===== src/rtl/psg_register_bus.sv =====
// psg_register_bus
//   Host write port and register file of an SN76489-style PSG. Decodes the
//   latch/data byte protocol into three tone periods, four attenuations and
//   the noise control. It also models the chip's READY lockout: after an
//   accepted write, further writes are refused until READY_CYCLES chip-clock
//   enables have elapsed.
//
// Ports
//   clk, reset         system clock, synchronous active-high reset
//   enable             chip-clock enable; it only paces the busy countdown
//   we, data           level write strobe (its rising edge is a write) and byte
//   ready              high when a write edge will be accepted
//   tone0..2_freq      tone periods (low 10 bits writable)
//   atten0..3          attenuations (atten3 = noise channel), 4'hF = silent
//   noise_control      {FB, NF1, NF0}
//   restart_noise      one-cycle pulse after any noise-register write
module psg_register_bus #(
  parameter int COUNTER_BITS = 10,
  parameter int READY_CYCLES = 32
) (
  input  logic                    clk,
  input  logic                    reset,
  input  logic                    enable,
  input  logic                    we,
  input  logic [7:0]              data,
  output logic                    ready,
  output logic [COUNTER_BITS-1:0] tone0_freq,
  output logic [COUNTER_BITS-1:0] tone1_freq,
  output logic [COUNTER_BITS-1:0] tone2_freq,
  output logic [3:0]              atten0,
  output logic [3:0]              atten1,
  output logic [3:0]              atten2,
  output logic [3:0]              atten3,
  output logic [2:0]              noise_control,
  output logic                    restart_noise
);

  localparam logic [0:0] ST_IDLE = 1'b0;
  localparam logic [0:0] ST_BUSY = 1'b1;

  logic [0:0]      state_q, state_d;
  logic [7:0]      cnt_q, cnt_d;
  logic            we_prev_q;
  logic [2:0]      lat_q, lat_d;
  logic [2:0][9:0] tone_q, tone_d;
  logic [3:0][3:0] atten_q, atten_d;
  logic [2:0]      noise_q, noise_d;
  logic            restart_q, restart_d;

  logic       wr_acc;
  logic [2:0] reg_sel;
  logic [1:0] r;
  logic       t;

  // An edge seen while busy is simply lost; nothing is queued.
  assign wr_acc  = we & ~we_prev_q & (state_q == ST_IDLE);
  // A latch byte addresses its own register; a data byte reuses the latch.
  assign reg_sel = data[7] ? data[6:4] : lat_q;
  assign r       = reg_sel[2:1];
  assign t       = reg_sel[0];

  always_comb begin
    lat_d     = lat_q;
    tone_d    = tone_q;
    atten_d   = atten_q;
    noise_d   = noise_q;
    restart_d = 1'b0;
    if (wr_acc) begin
      if (data[7]) lat_d = data[6:4];
      if (t) begin
        atten_d[r] = data[3:0];
      end else if (r == 2'd3) begin
        noise_d   = data[2:0];
        restart_d = 1'b1;
      end else if (data[7]) begin
        tone_d[r][3:0] = data[3:0];
      end else begin
        tone_d[r][9:4] = data[5:0];
      end
    end
  end

  always_comb begin
    state_d = state_q;
    cnt_d   = cnt_q;
    case (state_q)
      ST_IDLE: begin
        if (wr_acc) begin
          state_d = ST_BUSY;
          cnt_d   = 8'(READY_CYCLES);
        end
      end
      ST_BUSY: begin
        if (enable) begin
          cnt_d = cnt_q - 8'd1;
          if (cnt_q == 8'd1) state_d = ST_IDLE;
        end
      end
      default: state_d = ST_IDLE;
    endcase
  end

  always_ff @(posedge clk) begin
    if (reset) begin
      state_q   <= ST_IDLE;
      cnt_q     <= '0;
      we_prev_q <= 1'b0;
      lat_q     <= 3'b000;
      tone_q    <= '0;
      atten_q   <= {4{4'hF}};
      noise_q   <= '0;
      restart_q <= 1'b0;
    end else begin
      state_q   <= state_d;
      cnt_q     <= cnt_d;
      we_prev_q <= we;
      lat_q     <= lat_d;
      tone_q    <= tone_d;
      atten_q   <= atten_d;
      noise_q   <= noise_d;
      restart_q <= restart_d;
    end
  end

  assign ready         = (state_q == ST_IDLE);
  assign atten0        = atten_q[0];
  assign atten1        = atten_q[1];
  assign atten2        = atten_q[2];
  assign atten3        = atten_q[3];
  assign noise_control = noise_q;
  assign restart_noise = restart_q;

  // Bits above the 10-bit chip register are never written and read as 0.
  generate
    if (COUNTER_BITS > 10) begin : g_wide
      assign tone0_freq = {{(COUNTER_BITS-10){1'b0}}, tone_q[0]};
      assign tone1_freq = {{(COUNTER_BITS-10){1'b0}}, tone_q[1]};
      assign tone2_freq = {{(COUNTER_BITS-10){1'b0}}, tone_q[2]};
    end else begin : g_narrow
      assign tone0_freq = tone_q[0][COUNTER_BITS-1:0];
      assign tone1_freq = tone_q[1][COUNTER_BITS-1:0];
      assign tone2_freq = tone_q[2][COUNTER_BITS-1:0];
    end
  endgenerate

endmodule


===== config.mk =====
export PLATFORM = sky130hd
export DESIGN_NAME = psg_register_bus
export DESIGN_NICKNAME = d
export VERILOG_FILES = /design/src/rtl/psg_register_bus.sv
export SDC_FILE = /design/constraint.sdc
export NUM_CORES = 1
export LEC_CHECK = 0
export ABC_AREA = 0
export CAP_MARGIN = 0
export CORE_UTILIZATION = 55
export CTS_BUF_LIST = sky130_fd_sc_hd__clkbuf_2
export CTS_CLUSTER_DIAMETER = 150
export DETAILED_ROUTE_END_ITERATION = 10
export PLACE_DENSITY = 0.87
export SYNTH_ARGS = -nofsm -noshare
export SYNTH_HDL_FRONTEND = slang
export SYNTH_SLANG_ARGS = --single-unit

===== constraint.sdc =====
create_clock -name clk -period 4.45 [get_ports clk]
set_clock_uncertainty 0.1 [all_clocks]
set_input_delay 0.89 -clock clk [delete_from_list [all_inputs] [get_ports clk]]
set_output_delay 0.89 -clock clk [all_outputs]
set_load 0.03 [all_outputs]

==> flow_summary.json <==
{
  "path_class": "flop to primary output",
  "cts_root_buf": "clkbuf_2",
  "maxCapViolCount": 0,
  "hpwl_mm": 3.963,
  "syn_area_mm2": 0.002661,
  "antennaDiodeCount": 0,
  "grt_pass1_vias": 1987,
  "drt_iter0_drc": 131,
  "critPathMaxFanout": 8,
  "r2r-end": "tone0_freq[5]",
  "reg2reg_slack_ns": 2.48,
  "top_usage_layer": "met2",
  "vias": 2066,
  "layout.nets": 334,
  "drv_slew": 0,
  "io_buffers": 62,
  "p_per_area_mw_per_mm2": 320.8,
  "setup_viol_count_final": 0,
  "fin_crit_sh": 0.5915,
  "required_ns": 3.46,
  "tightest_slew_ns": 0.7721,
  "area_delta_synth_final_pct": 29.15,
  "grtUsageTotal": 0.2480,
  "total_power_w": 0.001103,
  "synth_top_area_cell": "dfxtp_1",
  "initial_core_util": 0.5908,
  "synth.top_cell.area_share": 0.4739,
  "floorplan.io_pins": 63,
  "max_freq_ghz": 0.3799,
  "routedWlPerCell_um": 15.20,
  "final_common_cell": "dfxtp_1",
  "antenna_found_initial": 0,
  "clock_path_buffers": 2,
  "clkTransAtPathRegs_ns": 0.16,
  "leakagePower_nw": 1.451,
  "overflow": 0,
  "ant_nets": 0,
  "grt_max_degree": 51,
  "relSlewSlack": 0.4853,
  "fp.coreArea_mm2": 0.004504,
  "cts_tree": "built",
  "synth.distinct_cells": 37,
  "cts_resized": 0,
  "endpoint": "ready",
  "drive_gt1_frac": 0.08000,
  "finalHoldViolCount": 0,
  "final_cell_mix": "dfxtp_1 (63), clkdlybuf4s50_1 (61), mux2i_1 (52)",
  "timing.setup.tns_ns": 0,
  "final_core_util": 0.7631,
  "postCtsSetupRepairBufs": 0,
  "use_met3": 0.07032,
  "yosysSeqAreaShare": 0.4739,
  "hold_slack_ns": 0.3868,
  "ys_seq_elements": 63,
  "cts.sinks": 63,
  "grt_pass1_wl_mm": 9.549,
  "min_path_type": "flop to flop",
  "dieArea_mm2": 0.005121,
  "status": "finished, final reports clean",
  "syn_area_per_cell_um2": 10.36,
  "period_needed_ns": 2.632,
  "startpoint": "state_q",
  "fp.dieH_um": 71.56,
  "postCtsHoldBufs": 0,
  "cp-end-kind": "primary output",
  "worst_r2r_startpoint": "state_q",
  "grt_util_met1": 0.2985,
  "routed_wirelength_mm": 5.731,
  "drc": 0,
  "start_kind": "flop",
  "viasPerCell": 5.480,
  "rsz0062_at_grt": "false",
  "fp.dieW_um": 71.56,
  "insertion_delay_ns": 0.48,
  "synthCells": 257,
  "yosysWarningCount": 0,
  "ir_drop_mv": 0.1883,
  "grt_util_met2": 0.4116,
  "fin_area_mm2": 0.003437,
  "place_area_mm2": 0.003302,
  "placementRows": 24,
  "synth.area.top_cells": "dfxtp_1 (47%), mux2i_1 (20%), nand2b_1 (9.4%)",
  "cts_max_level": 3,
  "r2r_cells": 3,
  "place.gp.congestion": 0.7995,
  "dr.pass1.iters": 4,
  "arrival_ns": 1.64,
  "cts_made_buffers": 9,
  "synth_fp_nets": 271
}
[worst max-delay path: stages, from the launching register on]
cell             delay, ns
dfxtp_1               0.41
inv_1                 0.10
clkdlybuf4s50_1       0.67
[stage by stage]
| step | cells | worst slack, ns |
|---|---|---|
| detailed placement | 361 | 1.408 |
| global route | 377 | 1.681 |
| CTS | 377 | 1.781 |
| finish | 377 | 1.818 |
| floorplan | 257 | 2.256 |
| global placement | 361 | 1.455 |
[layer usage]
| metal | vias to the layer above | part of all wire |
|---|---|---|
| met2 | 52 | 0.49 |
| met1 | 977 | 0.44 |
| met5 | - | 0 |
| met4 | 0 | 0.018 |
| met3 | 11 | 0.057 |
| li1 | 1026 | - |
[cells in the mapped netlist]
cell type / instances
mux2i_1: 52
nor4b_4: 1
buf_2: 2
ha_1: 2
or2_2: 3
nand3_1: 9
or4_1: 4
a211oi_1: 2
o21ai_0: 1
o31ai_1: 1
o211a_1: 1
nor2_1: 26
inv_1: 4
nand2_1: 1
a211o_1: 1
nand2b_1: 40
or3_1: 2
nor2b_1: 1
a211oi_4: 1
or3b_1: 1
a22oi_1: 1
a21oi_1: 6
o41ai_1: 1
and4bb_2: 1
nand4b_1: 1
o211ai_1: 2
a31oi_1: 1
nor3b_1: 7
o311ai_0: 2
and3b_1: 2
buf_6: 1
nand3b_1: 1
dfxtp_1: 63
mux2_2: 2
clkbuf_1: 9
nor4b_1: 1
nor4_1: 1
[flip-flops by register name, summed over array words and instances (netlist names)]
name	flops
atten0	4
atten1	4
atten2	4
atten3	4
cnt_q	8
lat_q	3
noise_control	3
restart_noise	1
state_q	1
tone0_freq	10
tone1_freq	10
tone2_freq	10
we_prev_q	1
[where the power goes]
group | switching [W] | internal [W] | leakage [nW]
logic | 0.0000673 | 0.0000527 | 0.861
clock network | 0.000206 | 0.000187 | 0.0795
registers | 0.0000117 | 0.000578 | 0.511
[worst min-delay path by stage]
| stage | start | endpoint | slack (ns) | cells past startpoint |
|---|---|---|---|---|
| after floorplan | cnt_q[1] | cnt_q[1] | 0.36 | 2 |
| after global placement | tone0_freq[7] | tone0_freq[7] | 0.36 | 2 |
| after detailed placement | tone0_freq[7] | tone0_freq[7] | 0.37 | 2 |
| after CTS | tone2_freq[6] | tone2_freq[6] | 0.39 | 2 |
| after global routing | tone2_freq[6] | tone2_freq[6] | 0.41 | 2 |
| final | tone2_freq[6] | tone2_freq[6] | 0.39 | 2 |
[cells by family after synthesis]
group           count (synthesis)  synth area share
fa+ha+maj                       2          0.009401
simple gates                  102            0.2294
compound gates                 20           0.05689
flops                          63            0.4739
buf+inv                        16           0.02633
mux                            54            0.2040
[area by class of cell]
cell class	instances	area [um^2]
repair buffers	64	630.6
fillers	334	1067
clock buffers	10	50.05
flip-flops and latches	63	1261
multi-input cells	178	1330
clock inverters	6	85.08
well taps	52	65.06
inverters	4	15.01
Power figures use the tool's default switching activity.
